--- src/rtl/ifu_mem_ctrl_if.sv ---
// ifu_mem_ctrl_if: cache line-fill, prefetch request and external word-read
// signals of ifu_mem_ctrl. The controller uses the slave modport.
interface ifu_mem_ctrl_if #(
  parameter int ADDR_WIDTH   = 32,
  parameter int OFFSET_WIDTH = 4,
  parameter int TAG_WIDTH    = ADDR_WIDTH - OFFSET_WIDTH,
  parameter int LINE_WIDTH   = 128,
  parameter int WORD_WIDTH   = 32
);
  logic                  cache_reqTagValidIn;
  logic [TAG_WIDTH-1:0]  cache_reqTagIn;
  logic [TAG_WIDTH-1:0]  cache_rspTagOut;
  logic [LINE_WIDTH-1:0] cache_rspInsLineOut;
  logic                  cache_rspInsLineValidOut;
  logic                  pf_reqTagValidIn;
  logic [TAG_WIDTH-1:0]  pf_reqTagIn;
  logic                  pf_reqReadyOut;
  logic                  ext_rdReqOut;
  logic [ADDR_WIDTH-1:0] ext_rdAddrOut;
  logic                  ext_rdGntIn;
  logic [WORD_WIDTH-1:0] ext_rdDataIn;
  logic                  ext_rdDataValidIn;
  logic                  busyOut;

  modport slave (
    input  cache_reqTagValidIn, cache_reqTagIn,
    output cache_rspTagOut, cache_rspInsLineOut, cache_rspInsLineValidOut,
    input  pf_reqTagValidIn, pf_reqTagIn,
    output pf_reqReadyOut,
    output ext_rdReqOut, ext_rdAddrOut,
    input  ext_rdGntIn, ext_rdDataIn, ext_rdDataValidIn,
    output busyOut
  );

  modport master (
    output cache_reqTagValidIn, cache_reqTagIn,
    input  cache_rspTagOut, cache_rspInsLineOut, cache_rspInsLineValidOut,
    output pf_reqTagValidIn, pf_reqTagIn,
    input  pf_reqReadyOut,
    input  ext_rdReqOut, ext_rdAddrOut,
    output ext_rdGntIn, ext_rdDataIn, ext_rdDataValidIn,
    input  busyOut
  );
endinterface

--- src/rtl/ifu_mem_ctrl.sv ---
// ifu_mem_ctrl: fetches instruction-cache lines word by word from the external
// read port for demand misses (priority) and queued prefetches, and returns
// each assembled line to the cache as a one-cycle pulse.
module ifu_mem_ctrl #(
  parameter int ADDR_WIDTH   = 32,
  parameter int OFFSET_WIDTH = 4,
  parameter int TAG_WIDTH    = ADDR_WIDTH - OFFSET_WIDTH,
  parameter int LINE_WIDTH   = 128,
  parameter int WORD_WIDTH   = 32,
  parameter int BEATS        = LINE_WIDTH / WORD_WIDTH,
  parameter int PF_DEPTH     = 4
) (
  input logic           Clock,
  input logic           Rst,
  ifu_mem_ctrl_if.slave bus
);
  localparam int BEAT_W = (BEATS > 1) ? $clog2(BEATS) : 1;
  localparam int PTR_W  = (PF_DEPTH > 1) ? $clog2(PF_DEPTH) : 1;
  localparam int CNT_W  = PTR_W + 1;

  typedef enum logic [1:0] {IDLE, REQ, WAIT, RESP} state_t;

  state_t                  state, stateNext;
  logic [TAG_WIDTH-1:0]    activeTag, demandTag;
  logic                    demandValid, justDone;
  logic [BEAT_W-1:0]       beat;
  logic [LINE_WIDTH-1:0]   lineBuf;
  logic [TAG_WIDTH-1:0]    pfQueue [PF_DEPTH];
  logic [PTR_W-1:0]        rdPtr, wrPtr;
  logic [CNT_W-1:0]        pfCount;
  logic [PF_DEPTH-1:0]     entryValid;
  logic [PTR_W-1:0]        rel;
  logic [OFFSET_WIDTH-1:0] beatOffset;
  logic [ADDR_WIDTH-1:0]   rdAddr;
  logic activeValid, capture, pfFull, pfDup, pfPush, lastBeat;
  logic dispatchDemand, dispatchPf, rdReq, rspValid;

  // The just-returned tag stays comparable for one cycle after RESP so a
  // level-held miss on it is not re-captured while the cache fills.
  assign activeValid = (state != IDLE) || justDone;
  assign capture     = bus.cache_reqTagValidIn
                     && !(activeValid && bus.cache_reqTagIn == activeTag)
                     && !(demandValid && bus.cache_reqTagIn == demandTag);
  assign pfFull      = (pfCount == CNT_W'(PF_DEPTH));
  assign pfPush      = bus.pf_reqTagValidIn && !pfFull && !pfDup;
  assign lastBeat    = (beat == BEAT_W'(BEATS - 1));
  assign beatOffset  = OFFSET_WIDTH'(int'(beat) * (WORD_WIDTH / 8));
  assign rdAddr      = {activeTag, beatOffset};

  assign bus.ext_rdReqOut             = rdReq;
  assign bus.ext_rdAddrOut            = rdAddr;
  assign bus.cache_rspInsLineValidOut = rspValid;
  assign bus.cache_rspTagOut          = activeTag;
  assign bus.cache_rspInsLineOut      = lineBuf;
  assign bus.pf_reqReadyOut           = !Rst && !pfFull;
  assign bus.busyOut                  = (state != IDLE);

  // Queue slot i holds a live entry when it lies within pfCount of the head.
  always_comb begin
    rel        = '0;
    entryValid = '0;
    for (int unsigned i = 0; i < PF_DEPTH; i++) begin
      rel           = PTR_W'(i) - rdPtr;
      entryValid[i] = ({1'b0, rel} < pfCount);
    end
  end

  // A prefetch is redundant if already active, pending, captured now or queued.
  always_comb begin
    pfDup = (activeValid && bus.pf_reqTagIn == activeTag)
         || (demandValid && bus.pf_reqTagIn == demandTag)
         || (capture && bus.pf_reqTagIn == bus.cache_reqTagIn);
    for (int unsigned i = 0; i < PF_DEPTH; i++) begin
      if (entryValid[i] && pfQueue[i] == bus.pf_reqTagIn) pfDup = 1'b1;
    end
  end

  // State register.
  always_ff @(posedge Clock or posedge Rst) begin
    if (Rst) state <= IDLE;
    else     state <= stateNext;
  end

  // Next state, dispatch decisions and read/response strobes.
  always_comb begin
    stateNext      = state;
    dispatchDemand = 1'b0;
    dispatchPf     = 1'b0;
    rdReq          = 1'b0;
    rspValid       = 1'b0;
    case (state)
      IDLE: begin
        if (demandValid) begin
          dispatchDemand = 1'b1;
          stateNext      = REQ;
        end else if (pfCount != '0) begin
          dispatchPf = 1'b1;
          stateNext  = REQ;
        end
      end
      REQ: begin
        rdReq = 1'b1;
        if (bus.ext_rdGntIn) stateNext = WAIT;
      end
      WAIT: begin
        if (bus.ext_rdDataValidIn) stateNext = lastBeat ? RESP : REQ;
      end
      RESP: begin
        rspValid  = 1'b1;
        stateNext = IDLE;
      end
      default: stateNext = IDLE;
    endcase
  end

  // Active tag, demand register, beat counter and line assembly.
  // A capture in the same cycle as a demand dispatch re-arms the register,
  // so the new demand waits for the fetch just started.
  always_ff @(posedge Clock or posedge Rst) begin
    if (Rst) begin
      activeTag   <= '0;
      demandTag   <= '0;
      demandValid <= 1'b0;
      justDone    <= 1'b0;
      beat        <= '0;
      lineBuf     <= '0;
    end else begin
      justDone <= (state == RESP);
      if (dispatchDemand) begin
        activeTag <= demandTag;
        beat      <= '0;
      end else if (dispatchPf) begin
        activeTag <= pfQueue[rdPtr];
        beat      <= '0;
      end
      if (capture) begin
        demandValid <= 1'b1;
        demandTag   <= bus.cache_reqTagIn;
      end else if (dispatchDemand) begin
        demandValid <= 1'b0;
      end
      if (state == WAIT && bus.ext_rdDataValidIn) begin
        lineBuf[int'(beat) * WORD_WIDTH +: WORD_WIDTH] <= bus.ext_rdDataIn;
        if (!lastBeat) beat <= beat + BEAT_W'(1);
      end
    end
  end

  // Prefetch queue: circular buffer, push at tail, pop head on dispatch.
  always_ff @(posedge Clock or posedge Rst) begin
    if (Rst) begin
      for (int unsigned i = 0; i < PF_DEPTH; i++) pfQueue[i] <= '0;
      rdPtr   <= '0;
      wrPtr   <= '0;
      pfCount <= '0;
    end else begin
      if (pfPush) begin
        pfQueue[wrPtr] <= bus.pf_reqTagIn;
        wrPtr          <= wrPtr + PTR_W'(1);
      end
      if (dispatchPf) rdPtr <= rdPtr + PTR_W'(1);
      pfCount <= pfCount + CNT_W'(pfPush) - CNT_W'(dispatchPf);
    end
  end
endmodule

--- src/flat_wrapper.sv ---
// flat-port wrapper written by rule: the top's interface ports become plain ports
module ifu_mem_ctrl_flat 
#(
  parameter int ADDR_WIDTH   = 32,
  parameter int OFFSET_WIDTH = 4,
  parameter int TAG_WIDTH    = ADDR_WIDTH - OFFSET_WIDTH,
  parameter int LINE_WIDTH   = 128,
  parameter int WORD_WIDTH   = 32,
  parameter int BEATS        = LINE_WIDTH / WORD_WIDTH,
  parameter int PF_DEPTH     = 4
)
  (Clock, Rst, bus_cache_reqTagValidIn, bus_cache_reqTagIn, bus_cache_rspTagOut, bus_cache_rspInsLineOut, bus_cache_rspInsLineValidOut, bus_pf_reqTagValidIn, bus_pf_reqTagIn, bus_pf_reqReadyOut, bus_ext_rdReqOut, bus_ext_rdAddrOut, bus_ext_rdGntIn, bus_ext_rdDataIn, bus_ext_rdDataValidIn, bus_busyOut);
  ifu_mem_ctrl_if #(.ADDR_WIDTH(ADDR_WIDTH), .OFFSET_WIDTH(OFFSET_WIDTH), .TAG_WIDTH(TAG_WIDTH), .LINE_WIDTH(LINE_WIDTH), .WORD_WIDTH(WORD_WIDTH)) bus_i ();
  input logic Clock;
  input logic Rst;
  input wire logic [$bits(bus_i.cache_reqTagValidIn)-1:0] bus_cache_reqTagValidIn;
  input wire logic [$bits(bus_i.cache_reqTagIn)-1:0] bus_cache_reqTagIn;
  output wire logic [$bits(bus_i.cache_rspTagOut)-1:0] bus_cache_rspTagOut;
  output wire logic [$bits(bus_i.cache_rspInsLineOut)-1:0] bus_cache_rspInsLineOut;
  output wire logic [$bits(bus_i.cache_rspInsLineValidOut)-1:0] bus_cache_rspInsLineValidOut;
  input wire logic [$bits(bus_i.pf_reqTagValidIn)-1:0] bus_pf_reqTagValidIn;
  input wire logic [$bits(bus_i.pf_reqTagIn)-1:0] bus_pf_reqTagIn;
  output wire logic [$bits(bus_i.pf_reqReadyOut)-1:0] bus_pf_reqReadyOut;
  output wire logic [$bits(bus_i.ext_rdReqOut)-1:0] bus_ext_rdReqOut;
  output wire logic [$bits(bus_i.ext_rdAddrOut)-1:0] bus_ext_rdAddrOut;
  input wire logic [$bits(bus_i.ext_rdGntIn)-1:0] bus_ext_rdGntIn;
  input wire logic [$bits(bus_i.ext_rdDataIn)-1:0] bus_ext_rdDataIn;
  input wire logic [$bits(bus_i.ext_rdDataValidIn)-1:0] bus_ext_rdDataValidIn;
  output wire logic [$bits(bus_i.busyOut)-1:0] bus_busyOut;
  assign bus_i.cache_reqTagValidIn = bus_cache_reqTagValidIn;
  assign bus_i.cache_reqTagIn = bus_cache_reqTagIn;
  assign bus_cache_rspTagOut = bus_i.cache_rspTagOut;
  assign bus_cache_rspInsLineOut = bus_i.cache_rspInsLineOut;
  assign bus_cache_rspInsLineValidOut = bus_i.cache_rspInsLineValidOut;
  assign bus_i.pf_reqTagValidIn = bus_pf_reqTagValidIn;
  assign bus_i.pf_reqTagIn = bus_pf_reqTagIn;
  assign bus_pf_reqReadyOut = bus_i.pf_reqReadyOut;
  assign bus_ext_rdReqOut = bus_i.ext_rdReqOut;
  assign bus_ext_rdAddrOut = bus_i.ext_rdAddrOut;
  assign bus_i.ext_rdGntIn = bus_ext_rdGntIn;
  assign bus_i.ext_rdDataIn = bus_ext_rdDataIn;
  assign bus_i.ext_rdDataValidIn = bus_ext_rdDataValidIn;
  assign bus_busyOut = bus_i.busyOut;
  ifu_mem_ctrl #(.ADDR_WIDTH(ADDR_WIDTH), .OFFSET_WIDTH(OFFSET_WIDTH), .TAG_WIDTH(TAG_WIDTH), .LINE_WIDTH(LINE_WIDTH), .WORD_WIDTH(WORD_WIDTH), .BEATS(BEATS), .PF_DEPTH(PF_DEPTH)) u_core (.Clock(Clock), .Rst(Rst), .bus(bus_i));
endmodule
--- config.mk ---
export PLATFORM = sky130hd
export DESIGN_NAME = ifu_mem_ctrl_flat
export DESIGN_NICKNAME = d
export VERILOG_FILES = /design/src/rtl/ifu_mem_ctrl_if.sv /design/src/rtl/ifu_mem_ctrl.sv /design/src/flat_wrapper.sv
export SDC_FILE = /design/constraint.sdc
export NUM_CORES = 1
export LEC_CHECK = 0
export ABC_AREA = 1
export ABC_CLOCK_PERIOD_IN_PS = 20700
export CAP_MARGIN = 20
export CELL_PAD_IN_SITES_DETAIL_PLACEMENT = 1
export CELL_PAD_IN_SITES_GLOBAL_PLACEMENT = 2
export CORE_MARGIN = 3
export CORE_UTILIZATION = 33
export DETAILED_ROUTE_END_ITERATION = 7
export GPL_TIMING_DRIVEN = 0
export PLACE_DENSITY = 0.95
export SYNTH_ARGS = -nofsm -noshare
export SYNTH_HDL_FRONTEND = slang
export SYNTH_SLANG_ARGS = --single-unit
--- constraint.sdc ---
create_clock -name Clock -period 20.7 [get_ports Clock]
set_input_delay 4.14 -clock Clock [delete_from_list [all_inputs] [get_ports Clock]]
set_output_delay 4.14 -clock Clock [all_outputs]
set_load 0.1 [all_outputs]
==> out/qor.tcl, run 1 <==
set qor(final_max_slew_viol_count) 0
set qor(die_area_um2) 59700
set qor(pwr-share-clk_pct) 19.6
set qor(cts_resized) 0
set qor(met3WireLength_um) 5870
set qor(r2r.worst_path.cells) 22
set qor(synth_top_cells_by_area) {dfrtp_1 (41%), nand2_1 (21%), nand4_1 (6.4%), o21ai_0 (5.2%), inv_1 (4.6%)}
set qor(grt_first_pass_wirelength_um) 127000
set qor(number_of_global_route_vias_before_repair) 21200
set qor(power.total_mw) 3.60
set qor(route.vias.total) 19900
set qor(fp.dieW_um) 244
set qor(netlist_instances) 2638
set qor(top_level_ports) 286
set qor(fin_worst_skew_ns) 0.0153
set qor(worst_slew_pin_slew_ns) 1.10
set qor(placeableCoreArea_um2) 55600
set qor(ctsHtreeMaxLevel) 2
set qor(max_cap_viol_count) 0
set qor(post_drt_via_cell_ratio) 5.33
set qor(syn_avg_cell_area_um2) 7.11
set qor(timing_hold_violations_final) 0
set qor(p_seq_share_pct) 26.6
set qor(fp-row-count) 86
set qor(yosys_most_used_dff) {dfrtp_1}
set qor(clock_tree_from_tritoncts) {yes}
set qor(timing.final.crit_period_ns) 10.32
set qor(fp.dieH_um) 244
set qor(p_r_area_growth_vs_syn_pct) 27.3
set qor(postSynthRegisterBits) 309
set qor(grtUsageTotal_pct) 27.5
set qor(min_from) {u_core.demandTag[25]$_DFFE_PP0P_}
set qor(routabilityCongestion) 0.948
set qor(top_signal_layer_used) {met5}
set qor(synth.yosys.seq_area_share_pct) 41.2
set qor(cts_made_buffers) 38
set qor(power.leakage_nw) 12.0
set qor(grt_antenna_before_repair) 4
set qor(post_synth_num_cell_types) 40
set qor(critical_path_peak_fanout) 2
set qor(setup_viol_count_final) 0
set qor(detailroute.wirelength.met2_um) 39900
set qor(fraction_of_registers_with_async_set_or_reset_after_synthesis_pct) 100
set qor(postRouteAntennaNets) 0
set qor(iteration_0_drc_count_of_the_detailed_router) 1479
set qor(ctsRootBufferMaster) {clkbuf_16}
set qor(fmax_mhz) 96.9
set qor(totalWireLength_um) 83000
set qor(worst_ir_drop_vdd_v) 0.0000879
set qor(hold_path_depth) 2
set qor(drcViolationCount) 0
set qor(cts-root-to-sink-buffers) 3
set qor(netlist_area_before_placement_um2) 18800
set qor(clk_pin_slew_ns) 0.06
set qor(min_period_over_period_pct) 49.9
set qor(grt_max_degree) 133
set qor(post-cts-setup-buffer-count) 0
set qor(grt_remaining_overflow) 0
set qor(numClockSinks) 309
set qor(fill_cells) 7007
set qor(status) {completed}
set qor(post-synth-top-area-fraction_pct) 41.2
set qor(start_util_pct) 33.7
set qor(hold_path_class) {reg -> reg}
set qor(rsz0062_at_grt) {no}
set qor(timing.hold.worst_endpoint) {u_core.demandTag[25]$_DFFE_PP0P_}
set qor(power_report.internal_total_mw) 1.68
set qor(netSwitchingPower_mw) 1.92
set qor(synth-edff-count) 0
set qor(clk-insertion-delay-late_ns) 0.56
set qor(max_slew_margin_pct) 26.8
set qor(worst_ep_required_ns) 16.56
set qor(place_hpwl_um) 62500
set qor(yosys_warnings) 0
set qor(synth_top_area_cell) {dfrtp_1}
set qor(wl_per_cell_um) 22.2
set qor(critical_path.reg2reg.endpoint) {u_core.pfCount[2]$_DFF_PP0_}
set qor(critical_path.endpoint_type) {output port}
set qor(cts_hold_repair.buffers) 0
set qor(final_layout_size_suffix_gt1_share_pct) 6.89
set qor(arrival_time_of_data_at_the_critical_path_endpoint_ns) 6.18
set qor(power_frac_comb_pct) 53.8
set qor(critPathKind) {in -> out}
set qor(ff2ff_setup_slack_ns) 16.78
set qor(critPathLaunchType) {input port}
set qor(pwr_density_cell_nw_per_um2) 151
set qor(number_of_nets_in_the_final_layout) 3075
set qor(route.layer.met1.wl_um) 33600
set qor(p_sw_share_pct) 53.2
set qor(final.setup.tns_ns) 0
set qor(portBuffers) 281
set qor(worst_r2r_startpoint) {u_core.rdPtr[1]$_DFFE_PP0P_}
set qor(firstDrtPassIters) 6
[critical path, stage by stage]
cell and delay [ns]:
clkdlybuf4s50_1 0.55, a31oi_1 0.25, clkdlybuf4s50_1 1.24
[worst max-delay path by stage]
stage | startpoint | cells after the start | slack (ns) | to
4_1_cts | Rst | 3 | 10.34 | bus_pf_reqReadyOut
3_3_place_gp | Rst | 2 | 3.32 | u_core.bus.cache_rspInsLineOut[2]$_DFFE_PP0P_
3_5_place_dp | Rst | 3 | 10.37 | bus_pf_reqReadyOut
2_1_floorplan | Rst | 1 | 8.02 | u_core.beat[0]$_DFF_PP0_
6_report | Rst | 3 | 10.38 | bus_pf_reqReadyOut
5_1_grt | Rst | 3 | 10.30 | bus_pf_reqReadyOut
[stage by stage]
step	cell area, µm²	instances	hold WS (ns)	setup WS, ns	util, %
2_1_floorplan	18800	2639	0.453	8.02	-
3_3_place_gp	22500	3668	0.466	3.32	40.5
3_5_place_dp	22600	3671	0.477	10.37	40.6
4_1_cts	23900	3738	0.492	10.34	42.9
5_1_grt	23900	3740	0.532	10.30	42.9
6_report	23900	3742	0.495	10.38	42.9
[area by class of cell]
cell class / instances / area, µm² / share of cell area [%]
multi-input cells: 1895 / 9060 / 37.9
flip-flops and latches: 309 / 7730 / 32.4
repair buffers: 286 / 2890 / 12.1
clock buffers: 55 / 1120 / 4.67
plain buffers: 182 / 1020 / 4.28
inverters: 253 / 957 / 4.01
well taps: 748 / 936 / 3.92
clock inverters: 12 / 166 / 0.697
diodes: 2 / 5.00 / 0.0210
[power groups by stage]
stage	combinational (mW)	clock, mW	sequential (mW)
global route	2.07	0.743	0.980
global placement	1.86	0	0.947
detailed placement	1.92	0	0.960
CTS	1.93	0.714	0.952
finish	1.94	0.706	0.957
floorplan	0.971	0	1.28
[per-layer routing]
metal,vias to the layer above,global-route usage (%)
met5,-,0
met4,4,11.1
met3,172,6.13
met2,651,47.2
met1,10000,33.3
li1,9108,-
[cells in the mapped netlist (2+ instances only)]
cell,instances
o21ai_1,3
dfrtp_1,309
inv_2,23
o2111ai_1,10
o22ai_1,13
o21ai_0,194
nor2_1,157
inv_1,228
nand3b_1,5
a22oi_1,22
nor2_4,2
buf_2,37
xor2_1,30
o221ai_1,19
buf_6,15
buf_4,48
xnor2_1,67
nand2_2,6
o211ai_1,5
nand4_4,4
a21oi_1,3
ha_1,15
nand4_1,192
nor3_1,7
clkinv_1,2
clkbuf_1,81
nand3_1,89
nand2_1,1039
nor2_8,2
[cells in the final DEF, fill, tap and decap left out, drive strengths merged]
cell / count
o22ai: 13
bufinv: 3
o211ai: 5
conb: 2
clkinvlp: 2
nor3: 8
a31oi: 1
clkbuf: 137
diode: 2
a21oi: 3
o2111ai: 10
ha: 15
o21ai: 197
nand3b: 5
or2: 2
inv: 253
and2: 1
clkinv: 7
nand3: 90
clkdlybuf4s50: 281
buf: 105
nand4: 196
xor2: 30
nand2: 1045
a221oi: 1
nor2: 162
xnor2: 67
o221ai: 19
fa: 1
dfrtp: 309
a22oi: 22
[cells by family (layout without fill, tap and decap cells)]
group / after synthesis / after routing / synth area share (%)
other: 1 / 4 / 0.0200
XOR/XNOR: 97 / 97 / 4.53
flip-flops: 309 / 309 / 41.2
buffers and inverters: 435 / 788 / 10.5
AND/OR/NAND/NOR: 1509 / 1509 / 34.3
AO/OA/AOI/OAI: 271 / 271 / 8.28
adder cells (fa/ha/maj): 16 / 16 / 1.11
[registers in the layout, indices dropped and copies added, names as in the netlist]
signal,count
u_core.bus.cache_rspTagOut,28
u_core.pfCount,3
u_core.wrPtr,2
u_core.beat,2
u_core.pfQueue,112
u_core.rdPtr,2
u_core.demandValid,1
u_core.demandTag,28
u_core.bus.cache_rspInsLineOut,128
u_core.state,2
u_core.justDone,1
Note: power is estimated with default switching activity, not from simulation.
==> run 2, diff against run 1 <==
Settings changed: ABC_CLOCK_PERIOD_IN_PS 20700 to 10300, CORE_UTILIZATION 33 to 31, PLACE_DENSITY 0.95 to 0.92.
Clock period 20.7 ns to 10.3 ns, I/O delays scaled along.
==> out/qor.tcl, run 2 (synthesis gave the netlist of run 1 again) <==
set qor(timing.final.crit_period_ns) 6.10
set qor(grt_first_pass_wirelength_um) 128000 ;# +0.36%
set qor(timing.hold.worst_endpoint) {u_core.demandTag[25]$_DFFE_PP0P_}
set qor(top_level_ports) 286 ;# unchanged
set qor(rsz0062_at_grt) {no}
set qor(worst_r2r_startpoint) {u_core.rdPtr[1]$_DFFE_PP0P_}
set qor(layout_commonest_cell) {nand2_1}
set qor(cts_made_buffers) 40 ;# +5.3%
set qor(met3WireLength_um) 6420 ;# +9.5%
set qor(max_cap_viol_count) 0 ;# unchanged
set qor(portBuffers) 281 ;# unchanged
set qor(post-cts-setup-buffer-count) 0 ;# unchanged
set qor(number_of_nets_in_the_final_layout) 3083 ;# +0.26%
set qor(cts_resized) 0 ;# unchanged
set qor(detailroute.wirelength.met2_um) 40600 ;# +1.8%
set qor(cts_hold_repair.buffers) 0 ;# unchanged
set qor(pre_cts_slack_ns) 4.18 ;# -6.19 ns
set qor(top_signal_layer_used) {met5}
set qor(number_of_global_route_vias_before_repair) 21300 ;# +0.68%
set qor(worst_slew_pin_slew_ns) 1.18 ;# +0.0831 ns
set qor(hold_path_class) {reg -> reg}
set qor(clk_pin_slew_ns) 0.06 ;# about the same
set qor(ctsRootBufferMaster) {clkbuf_16}
set qor(r2r.worst_path.cells) 22 ;# unchanged
set qor(final_layout_size_suffix_gt1_share_pct) 7.13 ;# +0.24 points
set qor(iteration_0_drc_count_of_the_detailed_router) 1351 ;# -8.7%
set qor(clock_tree_from_tritoncts) {yes}
set qor(start_util_pct) 31.5 ;# -2.2 points
set qor(die_area_um2) 63500 ;# +6.3%
set qor(grtUsageTotal_pct) 26.2 ;# -1.2 points
set qor(final_cell_area_um2) 24100 ;# +0.73%
set qor(status) {completed}
set qor(cts-root-to-sink-buffers) 3 ;# unchanged
set qor(final_cell_mix) {nand2_1 (1039), dfrtp_1 (309), clkdlybuf4s50_1 (281), inv_1 (227), o21ai_0 (194)}
set qor(multiInputGateArea_um2) 9060 ;# unchanged
set qor(totalWireLength_um) 84600 ;# +1.9%
set qor(ff2ff_setup_slack_ns) 6.49 ;# -10.29 ns
set qor(critPathLaunchType) {input port}
set qor(grt_antenna_before_repair) 3 ;# -1
set qor(fill_cells) 7417 ;# +5.9%
set qor(route.vias.total) 20000 ;# +0.13%
set qor(fin_worst_skew_ns) 0.0174 ;# +0.00210 ns
set qor(pwr_density_cell_nw_per_um2) 302 ;# +100%
set qor(firstDrtPassIters) 6 ;# unchanged
set qor(power.leakage_nw) 12.0 ;# +0.53%
set qor(route.layer.met1.wl_um) 33700 ;# +0.51%
set qor(routabilityCongestion) 0.925 ;# -2.4%
set qor(ctsHtreeMaxLevel) 2 ;# unchanged
set qor(setup_viol_count_final) 0 ;# unchanged
set qor(fmax_mhz) 164
set qor(p_r_area_growth_vs_syn_pct) 28.3
set qor(min_from) {u_core.demandTag[25]$_DFFE_PP0P_}
set qor(largest_register_ff_count) 128 ;# unchanged
set qor(critical_path_peak_fanout) 2 ;# unchanged
set qor(drcViolationCount) 0 ;# unchanged
set qor(hold_path_depth) 2 ;# unchanged
set qor(regArea_um2) 7730 ;# unchanged
set qor(worstSetupStartpoint) {Rst}
set qor(critical_path.endpoint_type) {output port}
set qor(fp.dieH_um) 252 ;# +3.1%
set qor(arrival_time_of_data_at_the_critical_path_endpoint_ns) 4.04 ;# -2.14 ns
set qor(timing_hold_violations_final) 0 ;# unchanged
set qor(grt_max_degree) 43 ;# -68%
set qor(max_slew_margin_pct) 21.3 ;# -5.5 points
set qor(fp-row-count) 89 ;# +3.5%
set qor(placed_area_um2) 22800 ;# +0.74%
set qor(post_drt_via_cell_ratio) 5.29 ;# -0.78%
set qor(clk-insertion-delay-late_ns) 0.59 ;# +0.03 ns
set qor(postRouteAntennaNets) 0 ;# unchanged
set qor(final.setup.tns_ns) 0 ;# unchanged
set qor(final_max_slew_viol_count) 0 ;# unchanged
set qor(min_period_over_period_pct) 59.2
set qor(placeableCoreArea_um2) 59500 ;# +6.9%
set qor(place_hpwl_um) 64100 ;# +2.6%
set qor(wl_per_cell_um) 22.4 ;# +0.99%
set qor(finalWorstSetupSlack_ns) 4.20 ;# -6.18 ns
set qor(worst_ep_required_ns) 8.24 ;# -8.32 ns
set qor(critPathKind) {in -> out}
set qor(power.total_mw) 7.26 ;# +100%
set qor(critical_path.reg2reg.endpoint) {u_core.pfCount[2]$_DFF_PP0_}
set qor(numClockSinks) 309 ;# unchanged
set qor(grt_remaining_overflow) 0 ;# unchanged
set qor(worst_ir_drop_vdd_v) 0.000172 ;# +96%
set qor(fp.dieW_um) 252 ;# +3.1%
set qor(antenna_cells_inserted) 0 ;# -2
-- run 2: cell types whose count changed in the layout (fill, tap and decap cells not counted), sizes merged --
| cell | previous run | this run |
|---|---|---|
| buf | 105 | 112 |
| clkinv | 7 | 10 |
| bufinv | 3 | 1 |
| inv | 253 | 252 |
| clkbuf | 137 | 140 |
| diode | 2 | 0 |
| clkinvlp | 2 | 3 |
-- run 2: worst max path at each step --
stage	to	cells past startpoint	slack [ns]
2_1_floorplan	u_core.beat[0]$_DFF_PP0_	1	4.13
3_3_place_gp	u_core.bus.cache_rspTagOut[10]$_DFFE_PP0P_	2	1.42
3_5_place_dp	bus_pf_reqReadyOut	3	4.18
4_1_cts	bus_pf_reqReadyOut	3	4.16
5_1_grt	bus_pf_reqReadyOut	3	4.13
6_report	bus_pf_reqReadyOut	3	4.20
-- run 2: per-stage QoR --
step	hold WS (ns)	instances	utilization, %
floorplan	0.453	2639	-
detailed placement	0.477	3704	38.3
finish	0.492	3776	40.5
CTS	0.491	3776	40.5
global route	0.516	3776	40.5
global placement	0.468	3693	37.9
-- run 2: worst max-delay path, cell delays in order --
cell	delay, ns
clkdlybuf4s50_1	0.51
a31oi_1	0.24
clkdlybuf4s50_1	1.23
-- run 2: cell type report --
class | count | area share, %
Multi-Input combinational cell | 1895 | 37.6
Sequential cell | 309 | 32.1
Timing Repair Buffer | 292 | 12.5
Clock buffer | 59 | 4.79
Buffer | 182 | 4.25
Tap cell | 773 | 4.02
Inverter | 253 | 3.96
Clock inverter | 13 | 0.640
-- run 2: power breakdown --
group	internal (mW)	total [mW]	switching, mW
sequential	1.56	1.92	0.368
clock	0.812	1.43	0.614
combinational	1.00	3.91	2.90
-- run 2: metal layers --
| layer | global-route usage (%) | vias to the layer above |
|---|---|---|
| li1 | - | 9105 |
| met1 | 31.5 | 10000 |
| met2 | 45.1 | 645 |
| met3 | 6.13 | 169 |
| met4 | 11.1 | 4 |
| met5 | 0 | - |
